**config.mk**
```make
export PLATFORM = sky130hd
export DESIGN_NAME = mem_dados_flat
export DESIGN_NICKNAME = d
export VERILOG_FILES = /design/src/rtl/mem_dados_if.sv /design/src/rtl/mem_dados.sv /design/src/flat_wrapper.sv
export SDC_FILE = /design/constraint.sdc
export NUM_CORES = 2
export LEC_CHECK = 0
export CAP_MARGIN = 25
export CORE_ASPECT_RATIO = 1.5
export CORE_MARGIN = 2
export CORE_UTILIZATION = 35
export CTS_CLUSTER_DIAMETER = 30
export DETAILED_ROUTE_END_ITERATION = 7
export GPL_TIMING_DRIVEN = 0
export HOLD_SLACK_MARGIN = 0.1
export SLEW_MARGIN = 20
export SYNTH_ARGS = -nofsm -noshare
export SYNTH_HDL_FRONTEND = slang
export SYNTH_SLANG_ARGS = --single-unit
```
**constraint.sdc**
```tcl
create_clock -name clk -period 3.95 [get_ports clk]
set_input_delay 0.9875 -clock clk [delete_from_list [all_inputs] [get_ports clk]]
set_output_delay 0.9875 -clock clk [all_outputs]
set_load 0.1 [all_outputs]
```
**src/rtl/mem_dados_if.sv**
```systemverilog
// Request/response bus between the control unit and the data memory.
// Handshake: a request (MemRead or MemWrite high) is taken on a rising edge where ready=1;
// it is answered by a one-cycle done pulse (err alongside for a rejected request).
interface mem_dados_if;
    logic        MemRead;
    logic        MemWrite;
    logic [31:0] addr;
    logic [31:0] wdata;
    logic [31:0] rdata;
    logic        ready;
    logic        done;
    logic        err;

    modport master (output MemRead, MemWrite, addr, wdata,
                    input  rdata, ready, done, err);
    modport slave  (input  MemRead, MemWrite, addr, wdata,
                    output rdata, ready, done, err);
endinterface

```
**src/rtl/mem_dados.sv**
```systemverilog
// Word-addressed data memory with a fixed number of wait states per access.
// An IDLE/BUSY/DONE controller sequences each access; bad requests complete with err.
module mem_dados #(
    parameter int DEPTH = 64,
    parameter int WAIT  = 2
) (
    input  logic       clk,
    input  logic       reset,
    mem_dados_if.slave bus,
    output logic [1:0] dbg_state
);
    localparam int AW = (DEPTH > 1) ? $clog2(DEPTH) : 1;

    typedef enum logic [1:0] {IDLE = 2'd0, BUSY = 2'd1, DONE = 2'd2} state_t;

    state_t        state;
    logic [3:0]    cnt;
    logic          op_rd;
    logic          op_wr;
    logic          op_rej;
    logic [AW-1:0] op_idx;
    logic [31:0]   op_wdata;
    logic [31:0]   mem [DEPTH];

    logic          req;
    logic          req_rej;
    logic          enter_done;
    logic          c_rd;
    logic          c_wr;
    logic          c_rej;
    logic [AW-1:0] c_idx;
    logic [31:0]   c_wdata;
    logic          commit_wr;

    assign dbg_state = state;

    // With WAIT=0 DONE is entered on the acceptance edge itself, so the live
    // request is used there; otherwise the latched copy drives the access.
    always_comb begin
        req        = 1'b0;
        req_rej    = 1'b0;
        enter_done = 1'b0;
        c_rd       = op_rd;
        c_wr       = op_wr;
        c_rej      = op_rej;
        c_idx      = op_idx;
        c_wdata    = op_wdata;
        commit_wr  = 1'b0;

        req     = (state == IDLE) && (bus.MemRead || bus.MemWrite);
        req_rej = (bus.MemRead && bus.MemWrite) ||
                  (bus.addr[1:0] != 2'b00) ||
                  ({2'b00, bus.addr[31:2]} >= 32'(DEPTH));
        enter_done = (req && (WAIT == 0)) || ((state == BUSY) && (cnt == 4'd1));

        if (state == IDLE) begin
            c_rd    = bus.MemRead;
            c_wr    = bus.MemWrite;
            c_rej   = req_rej;
            c_idx   = bus.addr[AW+1:2];
            c_wdata = bus.wdata;
        end

        commit_wr = enter_done && c_wr && !c_rej && !reset;
    end

    always_ff @(posedge clk or posedge reset) begin
        if (reset) begin
            state     <= IDLE;
            cnt       <= 4'd0;
            bus.ready <= 1'b1;
            bus.done  <= 1'b0;
            bus.err   <= 1'b0;
            bus.rdata <= 32'h0;
            op_rd     <= 1'b0;
            op_wr     <= 1'b0;
            op_rej    <= 1'b0;
            op_idx    <= '0;
            op_wdata  <= 32'h0;
        end else begin
            bus.done <= 1'b0;
            bus.err  <= 1'b0;
            if (enter_done) begin
                state     <= DONE;
                cnt       <= 4'd0;
                bus.ready <= 1'b0;
                bus.done  <= 1'b1;
                bus.err   <= c_rej;
                if (c_rd && !c_rej) begin
                    bus.rdata <= mem[c_idx];
                end
            end else begin
                case (state)
                    IDLE: begin
                        if (req) begin
                            state     <= BUSY;
                            cnt       <= 4'(WAIT);
                            bus.ready <= 1'b0;
                        end
                    end
                    BUSY: cnt <= cnt - 4'd1;
                    DONE: begin
                        state     <= IDLE;
                        bus.ready <= 1'b1;
                    end
                    default: begin
                        state     <= IDLE;
                        bus.ready <= 1'b1;
                    end
                endcase
            end
            if (req) begin
                op_rd    <= bus.MemRead;
                op_wr    <= bus.MemWrite;
                op_rej   <= req_rej;
                op_idx   <= bus.addr[AW+1:2];
                op_wdata <= bus.wdata;
            end
        end
    end

    // The array is not reset; a write lands only on an unreset edge entering DONE.
    always_ff @(posedge clk) begin
        if (commit_wr) begin
            mem[c_idx] <= c_wdata;
        end
    end
endmodule

```
**src/flat_wrapper.sv**
```systemverilog
// flat-port wrapper written by rule: the top's interface ports become plain ports
module mem_dados_flat 
#(
    parameter int DEPTH = 64,
    parameter int WAIT  = 2
)
  (clk, reset, dbg_state, bus_MemRead, bus_MemWrite, bus_addr, bus_wdata, bus_rdata, bus_ready, bus_done, bus_err);
  mem_dados_if bus_i ();
  input  logic clk;
  input  logic reset;
  output logic [1:0] dbg_state;
  input wire logic [$bits(bus_i.MemRead)-1:0] bus_MemRead;
  input wire logic [$bits(bus_i.MemWrite)-1:0] bus_MemWrite;
  input wire logic [$bits(bus_i.addr)-1:0] bus_addr;
  input wire logic [$bits(bus_i.wdata)-1:0] bus_wdata;
  output wire logic [$bits(bus_i.rdata)-1:0] bus_rdata;
  output wire logic [$bits(bus_i.ready)-1:0] bus_ready;
  output wire logic [$bits(bus_i.done)-1:0] bus_done;
  output wire logic [$bits(bus_i.err)-1:0] bus_err;
  assign bus_i.MemRead = bus_MemRead;
  assign bus_i.MemWrite = bus_MemWrite;
  assign bus_i.addr = bus_addr;
  assign bus_i.wdata = bus_wdata;
  assign bus_rdata = bus_i.rdata;
  assign bus_ready = bus_i.ready;
  assign bus_done = bus_i.done;
  assign bus_err = bus_i.err;
  mem_dados #(.DEPTH(DEPTH), .WAIT(WAIT)) u_core (.clk(clk), .reset(reset), .bus(bus_i), .dbg_state(dbg_state));
endmodule
```
==> run summary <==
Core Rows -> 216
Distinct cells, synth -> 73
Total of max-cap violations -> 0
Max-slew violation count -> 0
Syn Area/Cell -> 17.8 µm²
Synth warnings -> 0
Power per cell area -> 829 nW/µm²
Crit-path cells -> buf_2 > o2111a_1 > buf_4 > o21bai_4 > clkbuf_2 > buf_2 > a21oi_1 > a41oi_2 > a2111oi_4 > buf_6 > a31oi_1
Peak supply drop -> 0.00125 V
Max incr delay on CP -> 0.71 ns
Clock transition at path regs -> 0.07 ns
CTS tree -> built
Period utilization -> 1.04
Synth cell count leaders -> edfxtp_1 (2048), mux2i_1 (511), o22ai_1 (249)
Vias in the first global route -> 51700
Residual DRC -> 4
Worst-Margin Slew -> 1.24 ns
Initial core utilization -> 0.351
Pre-antenna DRT Iters -> 8
Post-synth EDFFs -> 2048
Core ar. -> 230000 µm²
Startpoint types -> register
PnR Total Power -> 84.0 mW
CP max FO -> 11
Failing checks -> DRC, setup timing
Netlist Area Pre-Place -> 80800 µm²
H-tree depth -> 4
Total clock sinks -> 2130
Pleak -> 33.6 nW
First-pass GRT wire length -> 450000 µm
Ports -> 105
Setup violations, final -> 166
Fin nets -> 5309
Clock Skews -> 0.0443 ns
GRT Util Overall -> 0.285
Status -> complete, but fails checks
Width of the chip -> 396 µm
Antenna violations before repair -> 31
Buf/Inv on CP -> 5
Hpwl dp -> 227000 µm
Area delta synth->final -> 25.3%
Count leader, synth -> edfxtp_1
Worst path top cell family by delay -> compound AO/OA/AOI/OAI gates
Post-route ant nets -> 0
Routed len/inst -> 40.3 µm
Slew headroom -> 0.176
Unrepaired setup endpoints after global routing -> true
Critical Path RT -> 4.72 ns
Largest area contributor in the netlist -> edfxtp_1
Max Clk Rate -> 244 MHz
Vias per inst -> 6.34
#FFs+latches synth -> 2130
Hold WS -> 0.491 ns
Worst endpoint data arrival time -> 4.87 ns
DR iter-0 viols -> 9971
Syn Inst Count -> 4548
Layout cells sized above 1 -> 0.224
Root Buffer -> clkbuf_16
Final Hold Fails -> 0
CTS Hold Bufs -> 0
CTS Buf Count -> 237
Mapped Nets -> 4618
Worst-Skew Late Latency -> 0.92 ns
Kind of critical path -> reg2reg
Global route overflow -> 0
Fin crit period -> 4.10 ns
Synth top area share -> 0.761
WL final -> 343000 µm
Post-synthesis sequential area ratio -> 0.786
Ys flop type -> edfxtp_1
Vias -> 53900
Final WS setup -> -0.147 ns
Port Buffer Count -> 104
Slowest cell on the critical path -> a2111oi_4
Synth area leaders -> edfxtp_1 (76%), mux2i_1 (6.3%), dfrtp_1 (2.5%)
Worst hold path type -> reg2reg
Die area -> 235000 µm²
Clock Path Buffers -> 4
Most numerous cell on the critical path -> buf_2
GPL Wtd Cong -> 0.929
Largest net degree at the start of global routing -> 65
CP endpoint kind -> register
Die height -> 593 µm
Async S/R FF share, synth -> 0.0385
Final setup TNS -> -4.73 ns
[layout by cell type, fill, tap and decap left out, types with 40 or more instances in the layout]
cell and n:
a21oi_1 81, a222oi_1 171, a22o_1 54, a22oi_1 133, a31oi_1 77, buf_12 124
buf_16 76, buf_2 58, buf_4 202, buf_6 44, clkbuf_1 64, clkbuf_16 238
clkbuf_2 47, clkdlybuf4s50_1 102, dfrtp_1 80, edfxtp_1 2048, mux2_2 40, mux2i_1 510
nand2_1 156, nand3_1 64, nor2_4 66, o21ai_0 113, o22ai_1 246
[registers in the layout, summed over array words and instances (netlist names)]
name and flops:
u_core.bus.rdata 32, u_core.op_wdata 32, u_core.bus.ready 1, u_core.op_rej 1
u_core.mem 2048, u_core.bus.done 1, u_core.bus.err 1, u_core.cnt 4
u_core.op_rd 1, u_core.dbg_state 2, u_core.op_wr 1, u_core.op_idx 6
[worst min-delay path: cells and delay by family (launching register included)]
kind	cells	cell delay, ns
flip-flops	1	0.37
AND/OR/NAND/NOR	2	0.13
[report_power, final]
| group | internal (mW) | switching (mW) | total, mW |
|---|---|---|---|
| clock network | 13.2 | 9.75 | 23.0 |
| logic | 8.20 | 22.9 | 31.1 |
| registers | 29.7 | 0.259 | 30.0 |
[layout make-up]
cell class | instances | area [µm²]
antenna | 20 | 50.0
inverter | 8 | 35.0
clock inverter | 166 | 2000
fill | 19700 | 129000
timing repair buffer | 455 | 6880
buffer | 285 | 1860
multi-input combinational | 2122 | 17000
tap | 3052 | 3820
clock buffer | 270 | 6120
sequential | 2130 | 63600
[metrics by stage]
stage | std cells | area (µm²) | util | worst slack (ns)
5_1_grt | 8491 | 101000 | 0.440 | -0.0627
4_1_cts | 8478 | 101000 | 0.438 | -0.0274
6_report | 8508 | 101000 | 0.440 | -0.147
3_3_place_gp | 7704 | 85800 | 0.373 | -6.00
3_5_place_dp | 7914 | 90900 | 0.395 | -2.59
2_1_floorplan | 4548 | 81000 | - | -0.526
[routing by layer]
layer  global-route usage  vias up  wire length, µm
met2                0.444     5096           155000
met3               0.0943     1690            44400
met5                    0        -              130
met1                0.302    26800           104000
li1                     -    20300                -
met4                0.274       14            39700
[path summary, 6_finish.rpt]
kind / depth (start not counted) / slack (ns) / endpoint / startpoint
worst min-delay path: 2 / 0.49 / u_core.bus.ready$_DFFE_PP1P_ / u_core.bus.ready$_DFFE_PP1P_
worst max-delay path: 11 / -0.15 / u_core.bus.rdata[14]$_DFFE_PP0P_ / u_core.dbg_state[0]$_DFFE_PP0P_
min in group asynchronous: 2 / 0.54 / u_core.op_wdata[2]$_DFFE_PP0P_ / reset
worst max register to register: 11 / -0.15 / u_core.bus.rdata[14]$_DFFE_PP0P_ / u_core.dbg_state[0]$_DFFE_PP0P_
worst min register to register: 2 / 0.49 / u_core.bus.ready$_DFFE_PP1P_ / u_core.bus.ready$_DFFE_PP1P_
max in group asynchronous: 3 / 2.63 / u_core.bus.rdata[18]$_DFFE_PP0P_ / reset
[kinds of logic after synthesis]
family	share of synthesized area
flops	0.786
compound gates	0.0958
mux	0.0722
simple gates	0.0270
buf+inv	0.0186
fa+ha+maj	0.000309
xor+xnor	0.000108
[what timing repair did]
item                                    4_1_cts  5_1_grt
pin swaps                                    61        8
resized for setup                           181       92
setup buffers                               130        8
endpoints found under the setup margin     2080      510
gates cloned                                  0        0
Power figures use the tool's default switching activity.
